[config.mk]
export PLATFORM = sky130hd
export DESIGN_NAME = dmem_arbiter
export DESIGN_NICKNAME = d
export VERILOG_FILES = /design/src/rtl/dmem_arb_pkg.sv /design/src/rtl/arb_wait_counter.sv /design/src/rtl/dmem_arbiter.sv
export SDC_FILE = /design/constraint.sdc
export NUM_CORES = 1
export LEC_CHECK = 0
export ABC_AREA = 0
export BUFFER_PORTS_ARGS = -buffer_cell sky130_fd_sc_hd__buf_2
export CORE_AREA = 3 3 57 59
export DETAILED_ROUTE_END_ITERATION = 12
export DIE_AREA = 0 0 60 62
export GPL_TIMING_DRIVEN = 1
export PLACE_DENSITY = 0.8
export SLEW_MARGIN = 20
export SYNTH_ARGS = -nofsm -noshare
export SYNTH_HDL_FRONTEND = slang
export SYNTH_HIERARCHICAL = 1
export SYNTH_SLANG_ARGS = --single-unit
[constraint.sdc]
create_clock -name clk -period 3.51 [get_ports clk]
set_input_delay 0 -clock clk [delete_from_list [all_inputs] [get_ports clk]]
set_output_delay 0 -clock clk [all_outputs]
set_load 0.02 [all_outputs]
[src/rtl/dmem_arb_pkg.sv]
// Shared definitions for the data-memory arbiter: owner state encoding,
// default bus widths and the default debug starvation limit.
// No logic; imported by dmem_arbiter and arb_wait_counter.
package dmem_arb_pkg;

  localparam int AW_DEF           = 8;
  localparam int DW_DEF           = 8;
  localparam int DBG_MAX_WAIT_DEF = 4;
  localparam int WAIT_W           = 4;

  // Which requester owns the read data returning in the current cycle.
  typedef enum logic [1:0] {
    OWN_NONE = 2'd0,
    OWN_CPU  = 2'd1,
    OWN_DBG  = 2'd2
  } own_e;

endpackage

[src/rtl/arb_wait_counter.sv]
// Purpose: saturating counter of consecutive denied debug cycles.
// Latency: count updates at the clock edge; hit is combinational from the count.
// Backpressure: none; inc is ignored once the count has reached limit.
// Ports: clk/reset (async active-high), inc, clr (clr dominates), limit, hit.
module arb_wait_counter
  import dmem_arb_pkg::*;
(
  input  logic              clk,
  input  logic              reset,
  input  logic              inc,
  input  logic              clr,
  input  logic [WAIT_W-1:0] limit,
  output logic              hit
);

  logic [WAIT_W-1:0] count_q;
  logic [WAIT_W-1:0] count_d;

  always_comb begin
    count_d = count_q;
    if (clr) begin
      count_d = '0;
    end else if (inc && (count_q != limit)) begin
      count_d = count_q + WAIT_W'(1);
    end
  end

  always_ff @(posedge clk or posedge reset) begin
    if (reset) begin
      count_q <= '0;
    end else begin
      count_q <= count_d;
    end
  end

  assign hit = (count_q == limit);

endmodule

[src/rtl/dmem_arbiter.sv]
// Purpose: shares data_mem between the CPU MEM stage (priority) and a debug port.
// Latency: grant/stall same cycle; read data and rvalid one cycle after grant.
// Backpressure: cpu_stall holds the pipeline; debug waits at most DBG_MAX_WAIT cycles.
// Ports: cpu_* / dbg_* requester ports, mem_* to data_mem (mem_rdata combinational),
//        clk, reset (async active-high).
module dmem_arbiter
  import dmem_arb_pkg::*;
#(
  parameter int AW           = AW_DEF,
  parameter int DW           = DW_DEF,
  parameter int DBG_MAX_WAIT = DBG_MAX_WAIT_DEF
) (
  input  logic          clk,
  input  logic          reset,
  input  logic          cpu_req,
  input  logic          cpu_we,
  input  logic [AW-1:0] cpu_addr,
  input  logic [DW-1:0] cpu_wdata,
  output logic          cpu_stall,
  output logic [DW-1:0] cpu_rdata,
  output logic          cpu_rvalid,
  input  logic          dbg_req,
  input  logic          dbg_we,
  input  logic [AW-1:0] dbg_addr,
  input  logic [DW-1:0] dbg_wdata,
  output logic          dbg_gnt,
  output logic [DW-1:0] dbg_rdata,
  output logic          dbg_rvalid,
  output logic [AW-1:0] mem_addr,
  output logic [DW-1:0] mem_wdata,
  output logic          mem_we,
  output logic          mem_re,
  input  logic [DW-1:0] mem_rdata
);

  logic    force_dbg;
  logic    cpu_gnt;
  own_e    state_q, state_d;
  logic [DW-1:0] cpu_rdata_q, cpu_rdata_d;
  logic [DW-1:0] dbg_rdata_q, dbg_rdata_d;

  // Counts debug cycles lost to the CPU; hit forces one debug grant.
  arb_wait_counter u_wait (
    .clk   (clk),
    .reset (reset),
    .inc   (dbg_req & ~dbg_gnt),
    .clr   (~dbg_req | dbg_gnt),
    .limit (WAIT_W'(DBG_MAX_WAIT)),
    .hit   (force_dbg)
  );

  assign dbg_gnt   = dbg_req & (~cpu_req | force_dbg);
  assign cpu_gnt   = cpu_req & ~dbg_gnt;
  assign cpu_stall = cpu_req & ~cpu_gnt;

  // Memory mux: ungranted cycles drive all-zero so no stray write can land.
  always_comb begin
    mem_addr  = '0;
    mem_wdata = '0;
    mem_we    = 1'b0;
    mem_re    = 1'b0;
    if (dbg_gnt) begin
      mem_addr  = dbg_addr;
      mem_wdata = dbg_wdata;
      mem_we    = dbg_we;
      mem_re    = ~dbg_we;
    end else if (cpu_gnt) begin
      mem_addr  = cpu_addr;
      mem_wdata = cpu_wdata;
      mem_we    = cpu_we;
      mem_re    = ~cpu_we;
    end
  end

  // Owner FSM and read capture: the state names who gets rvalid next cycle.
  always_comb begin
    state_d     = OWN_NONE;
    cpu_rdata_d = cpu_rdata_q;
    dbg_rdata_d = dbg_rdata_q;
    if (cpu_gnt && !cpu_we) begin
      state_d     = OWN_CPU;
      cpu_rdata_d = mem_rdata;
    end else if (dbg_gnt && !dbg_we) begin
      state_d     = OWN_DBG;
      dbg_rdata_d = mem_rdata;
    end
  end

  always_ff @(posedge clk or posedge reset) begin
    if (reset) begin
      state_q     <= OWN_NONE;
      cpu_rdata_q <= '0;
      dbg_rdata_q <= '0;
    end else begin
      state_q     <= state_d;
      cpu_rdata_q <= cpu_rdata_d;
      dbg_rdata_q <= dbg_rdata_d;
    end
  end

  assign cpu_rdata  = cpu_rdata_q;
  assign dbg_rdata  = dbg_rdata_q;
  assign cpu_rvalid = (state_q == OWN_CPU);
  assign dbg_rvalid = (state_q == OWN_DBG);

endmodule

# ---- Word-level counts from Yosys, hierarchy flattened
# Index checks and enable logic that the tools add are counted.
dict set report op_classes {
  bitwise_logic 13
  reduce_logical 7
  mux 12
  eq_ne 4
  n_addsub 1
}
# operator count
set op_table {}
lappend op_table {{two-way mux 8 bit} 4}
lappend op_table {{two-way mux 4 bit} 2}
lappend op_table {{NOT 1 bit} 7}
lappend op_table {{adder 4 x 1 -> 4 bit, second input constant} 1}
lappend op_table {{AND 1 bit} 4}
lappend op_table {{equality test 4 x 3 -> 1 bit, second input constant} 1}
lappend op_table {{two-way mux 1 bit} 4}
lappend op_table {{two-way mux 2 bit} 2}
lappend op_table {{inequality test 4 x 3 -> 1 bit, second input constant} 1}
lappend op_table {{logical AND 1 bit} 3}
lappend op_table {{equality test 2 x 1 -> 1 bit, second input constant} 1}
lappend op_table {{equality test 2 bit, second input constant} 1}
lappend op_table {{logical NOT 1 bit} 2}
lappend op_table {{OR 1 bit} 2}
lappend op_table {{AND reduction 2 bit} 1}
lappend op_table {{nonzero test 2 bit} 1}
dict set report totals {
  reg_bits 22
  inputBits 46
}

# ---- Depth between registers and ports, before layout
dict set report logic_depth {
  depth_word 8
  mapped_depth 8
}

# ---- Cells and area by module
# Netlist, hierarchy kept.
# module area_per_inst_um2 cells_per_inst n_inst seq_area_each_um2
set modules_own_cells {}
lappend modules_own_cells {dmem_arbiter 962.2 72 1 450.4}
lappend modules_own_cells {arb_wait_counter 260.2 24 1 100.1}

# ---- Worst setup path after synthesis
# OpenSTA, ideal clock, no wires.
dict set report synth_path {
  path_kind {register -> output}
  start {register u_wait.count_q[0]}
  end {output port mem_addr[2]}
  setup_slack_ns 1.414
  path_stages_with_launch 8
  t_required_ns 3.510
  arrival_ns 2.096
  cell_sequence {dfrtp_1 xor2_2 nor4_1 nand2b_1 and2_1 buf_2 buf_6 a22o_1}
}
dict set report synth_between {
  elab_chain_cells 7
}
# element line_no
set synth_lines {}
lappend synth_lines {{start: declaration} arb_wait_counter.sv:16} ;# logic [WAIT_W-1:0] count_q;
lappend synth_lines {{start signal: assignment} arb_wait_counter.sv:32} ;# count_q <= count_d;
lappend synth_lines {{equality test 4 x 3 -> 1 bit *} arb_wait_counter.sv:36} ;# assign hit = (count_q == limit);
lappend synth_lines {{net force_dbg} dmem_arbiter.sv:36} ;# logic force_dbg;
lappend synth_lines {{OR 1 bit *} dmem_arbiter.sv:52} ;# assign dbg_gnt = dbg_req & (~cpu_req | force_dbg);
lappend synth_lines {{AND 1 bit *} dmem_arbiter.sv:52}
lappend synth_lines {{net dbg_gnt} dmem_arbiter.sv:26} ;# output logic dbg_gnt,
lappend synth_lines {{NOT 1 bit} dmem_arbiter.sv:53} ;# assign cpu_gnt = cpu_req & ~dbg_gnt;
lappend synth_lines {{AND 1 bit} dmem_arbiter.sv:53}
lappend synth_lines {{two-way mux 8 bit} dmem_arbiter.sv:67} ;# end else if (cpu_gnt) begin
lappend synth_lines {{two-way mux 8 bit *} dmem_arbiter.sv:62} ;# if (dbg_gnt) begin
lappend synth_lines {{end: declaration} dmem_arbiter.sv:29} ;# output logic [AW-1:0] mem_addr,
# The timed path passes the listed nets; every way through them passes the cells marked *.

# ---- Worst setup path in the final report
dict set report layout_path {
  start {register u_wait.count_q[0]}
  end {output port mem_wdata[6]}
}
dict set report layout_between {
  elab_chain_cells 7
}
# element line_no
set layout_lines {}
lappend layout_lines {{equality test 4 x 3 -> 1 bit *} arb_wait_counter.sv:36}
lappend layout_lines {{net force_dbg} dmem_arbiter.sv:36}
lappend layout_lines {{OR 1 bit *} dmem_arbiter.sv:52}
lappend layout_lines {{AND 1 bit *} dmem_arbiter.sv:52}
lappend layout_lines {{NOT 1 bit} dmem_arbiter.sv:53}
lappend layout_lines {{AND 1 bit} dmem_arbiter.sv:53}
lappend layout_lines {{two-way mux 8 bit} dmem_arbiter.sv:67}
lappend layout_lines {{two-way mux 8 bit *} dmem_arbiter.sv:62}
lappend layout_lines {{end: declaration} dmem_arbiter.sv:30} ;# output logic [DW-1:0] mem_wdata,
# Marks and branches as above.

==> results.tsv <==
stage	metric	value	unit
floorplanning	Die H	62	um
cts	clock root buffer	clkbuf_4	
sta	Tcrit/Tclk final	79.0	%
floorplanning	Die Footprint	3720	um^2
setup_path	Worst Path Arrival	2.77	ns
global_routing	first-pass GRT wire length	4.92	mm
layout	final std cells w/o fill	222	
logic_synthesis	Unique masters post-synth	29	
floorplanning	die width	60	um
setup_path	Critical Path Slowest Stage Cell	nor4_1	
setup_path	kind of critical path	reg -> out	
global_routing	vias in the first global route	1142	
cts	CTS Buffer Depth	2	
job	max cap viols	0	
routing	Detail Route Antenna Nets	0	
place	Setup WS pre-CTS	1.08	ns
global_routing	total grt overflow	0	
sta	final setup vio count	0	
setup_path	CP cell instances	xor2_2 > nor4_1 > nand2b_1 > and2_1 > a22o_1 > buf_2	
routing	1st-iter DRT viols	43	
power	worst ir drop on vdd	365	uV
sta	fin. max-slew vios	0	
global_routing	largest net degree at the start of global routing	19	
place	placer congestion estimate	0.683	
floorplanning	initial core utilization	44.3	%
sta	Final WS setup	0.738	ns
power	leakage power	0.979	nW
logic_synthesis	flops & latches, synth	22	
sta	final hold violations	0	
place	dpl hpwl	2.64	mm
routing	total wire length	3.26	mm
routing	drt pass-1 iters	2	
sta	Fmax	361	MHz
sta	unrepaired setup endpoints after global routing	false	
sta	Worst Max-Slew Pin Slew	0.753	ns
cts	CTS tree	done	
place	# placed instances	208	
setup_path	crit start category	flop	
global_routing	total track usage	17.9	%
worst_hold_path	hold path depth	3	
logic_synthesis	sequential area share after synthesis	45.0	%
place	quantity of I/O buffers inserted on ports	83	
setup_path	crit-path max FO	18	
setup_path	CP peak stage delay	0.67	ns
worst_hold_path	Worst Hold Launch	dbg_req	
layout	most common cell after layout, fill and taps aside	buf_2	
setup_path	R2R setup slack	1.21	ns
worst_hold_path	Worst Hold Endpoint	u_wait/count_q[2]	
layout	most frequent cells in the layout	buf_2 (83), dfrtp_1 (22), a22o_1 (17)	
layout	Layout Nets	239	
routing	Vias/cell	5.05	
sta	total negative slack	0	ns
routing	DR vias	1121	
floorplanning	core outline area	2760	um^2
logic_synthesis	mapped cell area	1220	um^2
floorplanning	number of cell rows	19	
cts	Clk pin slew, worst setup/hold paths	0.11	ns
layout	filler cell count	224	
floorplanning	IO Pins	84	
cts	Clock H-tree levels	1	
routing	# DRC	0	
routing	Avg WL per Cell	14.7	um
logic_synthesis	Yosys warning count	6	
setup_path	RR Endpoint	dbg_rdata[0]	
setup_path	r2r startpoint	u_wait/count_q[0]	
cts	number of buffers created by CTS	3	
cts	CTS sink cnt	22	
sta	minimum clock period	2.77	ns
setup_path	worst reg2reg path depth	6	
cts	# Post-CTS Setup Buffers	0	
sta	Worst Skew	0.00419	ns
setup_path	Worst setup EP type	output pin	
layout	fraction of layout instances using a drive strength above 1	52.9	%
power	PD cells	387	nW/um^2
logic_synthesis	Avg Inst Size Synth	12.7	um^2
layout	# diodes	0	
cts	worst skew pair latency	0.30	ns
worst_hold_path	Hold WC Path Type	in -> reg	
outcome	status	complete, no violations	
setup_path	WP data required	3.51	ns
logic_synthesis	Cells after Synth	96	
sta	relative max-transition margin	49.4	%
global_routing	initial antenna violation count	0	
layout	area grow syn2layout	45.5	%
==> kinds of logic (layout without fill, tap and decap cells) <==
group | count (synthesis) | count (layout) | synth area share (%)
xor gates and xnor gates | 5 | 5 | 4.20
other | 2 | 4 | 0.614
and+or+nand+nor | 17 | 17 | 8.60
AOI/OAI and AO/OA | 23 | 23 | 17.6
buffers and inverters | 9 | 102 | 4.91
DFF | 22 | 22 | 45.0
adders and majority gates | 1 | 1 | 1.02
muxes | 17 | 17 | 18.0
==> sequential cells by signal (all words and copies together) (netlist names) <==
| register | flops |
|---|---|
| cpu_rdata | 8 |
| u_wait/count_q | 4 |
| state_q | 2 |
| dbg_rdata | 8 |
==> worst max-delay path: cells and delay by family, from the launching register on <==
family | cells | cell delay, ns
flip-flops | 1 | 0.46
XOR/XNOR | 1 | 0.21
AND/OR/NAND/NOR | 3 | 1.40
buffers and inverters | 1 | 0.17
AO/OA/AOI/OAI | 1 | 0.23
==> how the worst max path moves through the flow <==
stage,startpoint,end,slack [ns],cells after the start
after global placement,u_wait/count_q[0],mem_wdata[6],1.21,6
after floorplan,u_wait/count_q[0],mem_addr[2],1.41,7
after global routing,u_wait/count_q[0],mem_wdata[7],0.50,6
final,u_wait/count_q[0],mem_wdata[6],0.74,6
after detailed placement,u_wait/count_q[0],mem_wdata[6],1.08,6
after CTS,u_wait/count_q[0],mem_we,0.72,6
==> per-stage QoR <==
stage	instance area, um^2	total power, W	utilization (%)	hold WS [ns]
after floorplan	1230	0.000461	-	-0.234
after global placement	1640	0.000544	59.6	-0.108
after detailed placement	1640	0.000554	59.6	-0.0958
after CTS	1780	0.000697	64.5	0.0622
after global routing	1780	0.000728	64.5	0.0606
final	1780	0.000688	64.5	0.0745
==> power by group <==
part | total, W | internal [W] | switching, W
clock network | 0.000133 | 0.0000632 | 0.0000701
logic | 0.000248 | 0.000110 | 0.000138
registers | 0.000307 | 0.000288 | 0.0000189
total | 0.000688 | 0.000461 | 0.000227
==> synth_stat cells <==
cell type,number,area (um^2)
dfrtp_1,22,551
a22o_1,17,149
mux2_1,8,90.1
mux2_4,8,120
inv_1,4,15.0
nor2b_1,4,25.0
xor2_1,4,35.0
a21oi_1,2,10.0
buf_2,2,10.0
conb_1,2,7.51
nand2b_1,2,12.5
nor2_1,2,7.51
o21ai_0,2,10.0
or3_1,2,12.5
a21boi_4,1,18.8
and2_1,1,6.26
and3_1,1,6.26
buf_12,1,20.0
buf_6,1,11.3
ha_1,1,12.5
inv_2,1,3.75
mux2i_1,1,10.0
nand2_1,1,3.75
nand2_2,1,6.26
nand3_1,1,5.00
nor2b_4,1,13.8
nor4_1,1,6.26
o41ai_4,1,27.5
xor2_2,1,16.3
==> metal layers <==
| metal | wire (um) | track usage, % | part of all wire (%) | vias up |
|---|---|---|---|---|
| li1 | - | - | - | 533 |
| met4 | 14 | 6.65 | 0.43 | 0 |
| met1 | 1100 | 17.0 | 34 | 527 |
| met3 | 396 | 3.10 | 12 | 2 |
| met5 | 0 | 0 | 0 | - |
| met2 | 1750 | 37.3 | 54 | 59 |
==> area by class of cell <==
type	count	area, um^2	share of cell area, %
multi-input combinational	67	619	34.8
sequential	22	551	30.9
timing repair buffer	93	515	29.0
tap	31	38.8	2.18
clock buffer	4	36.3	2.04
inverter	5	18.8	1.05
==> repair_timing <==
action / in CTS / in global routing
resized for setup: 0 / 0
hold buffers: 10 / 0
endpoints found under the hold margin: 39 / 0
(Power assumes the default switching activity.)
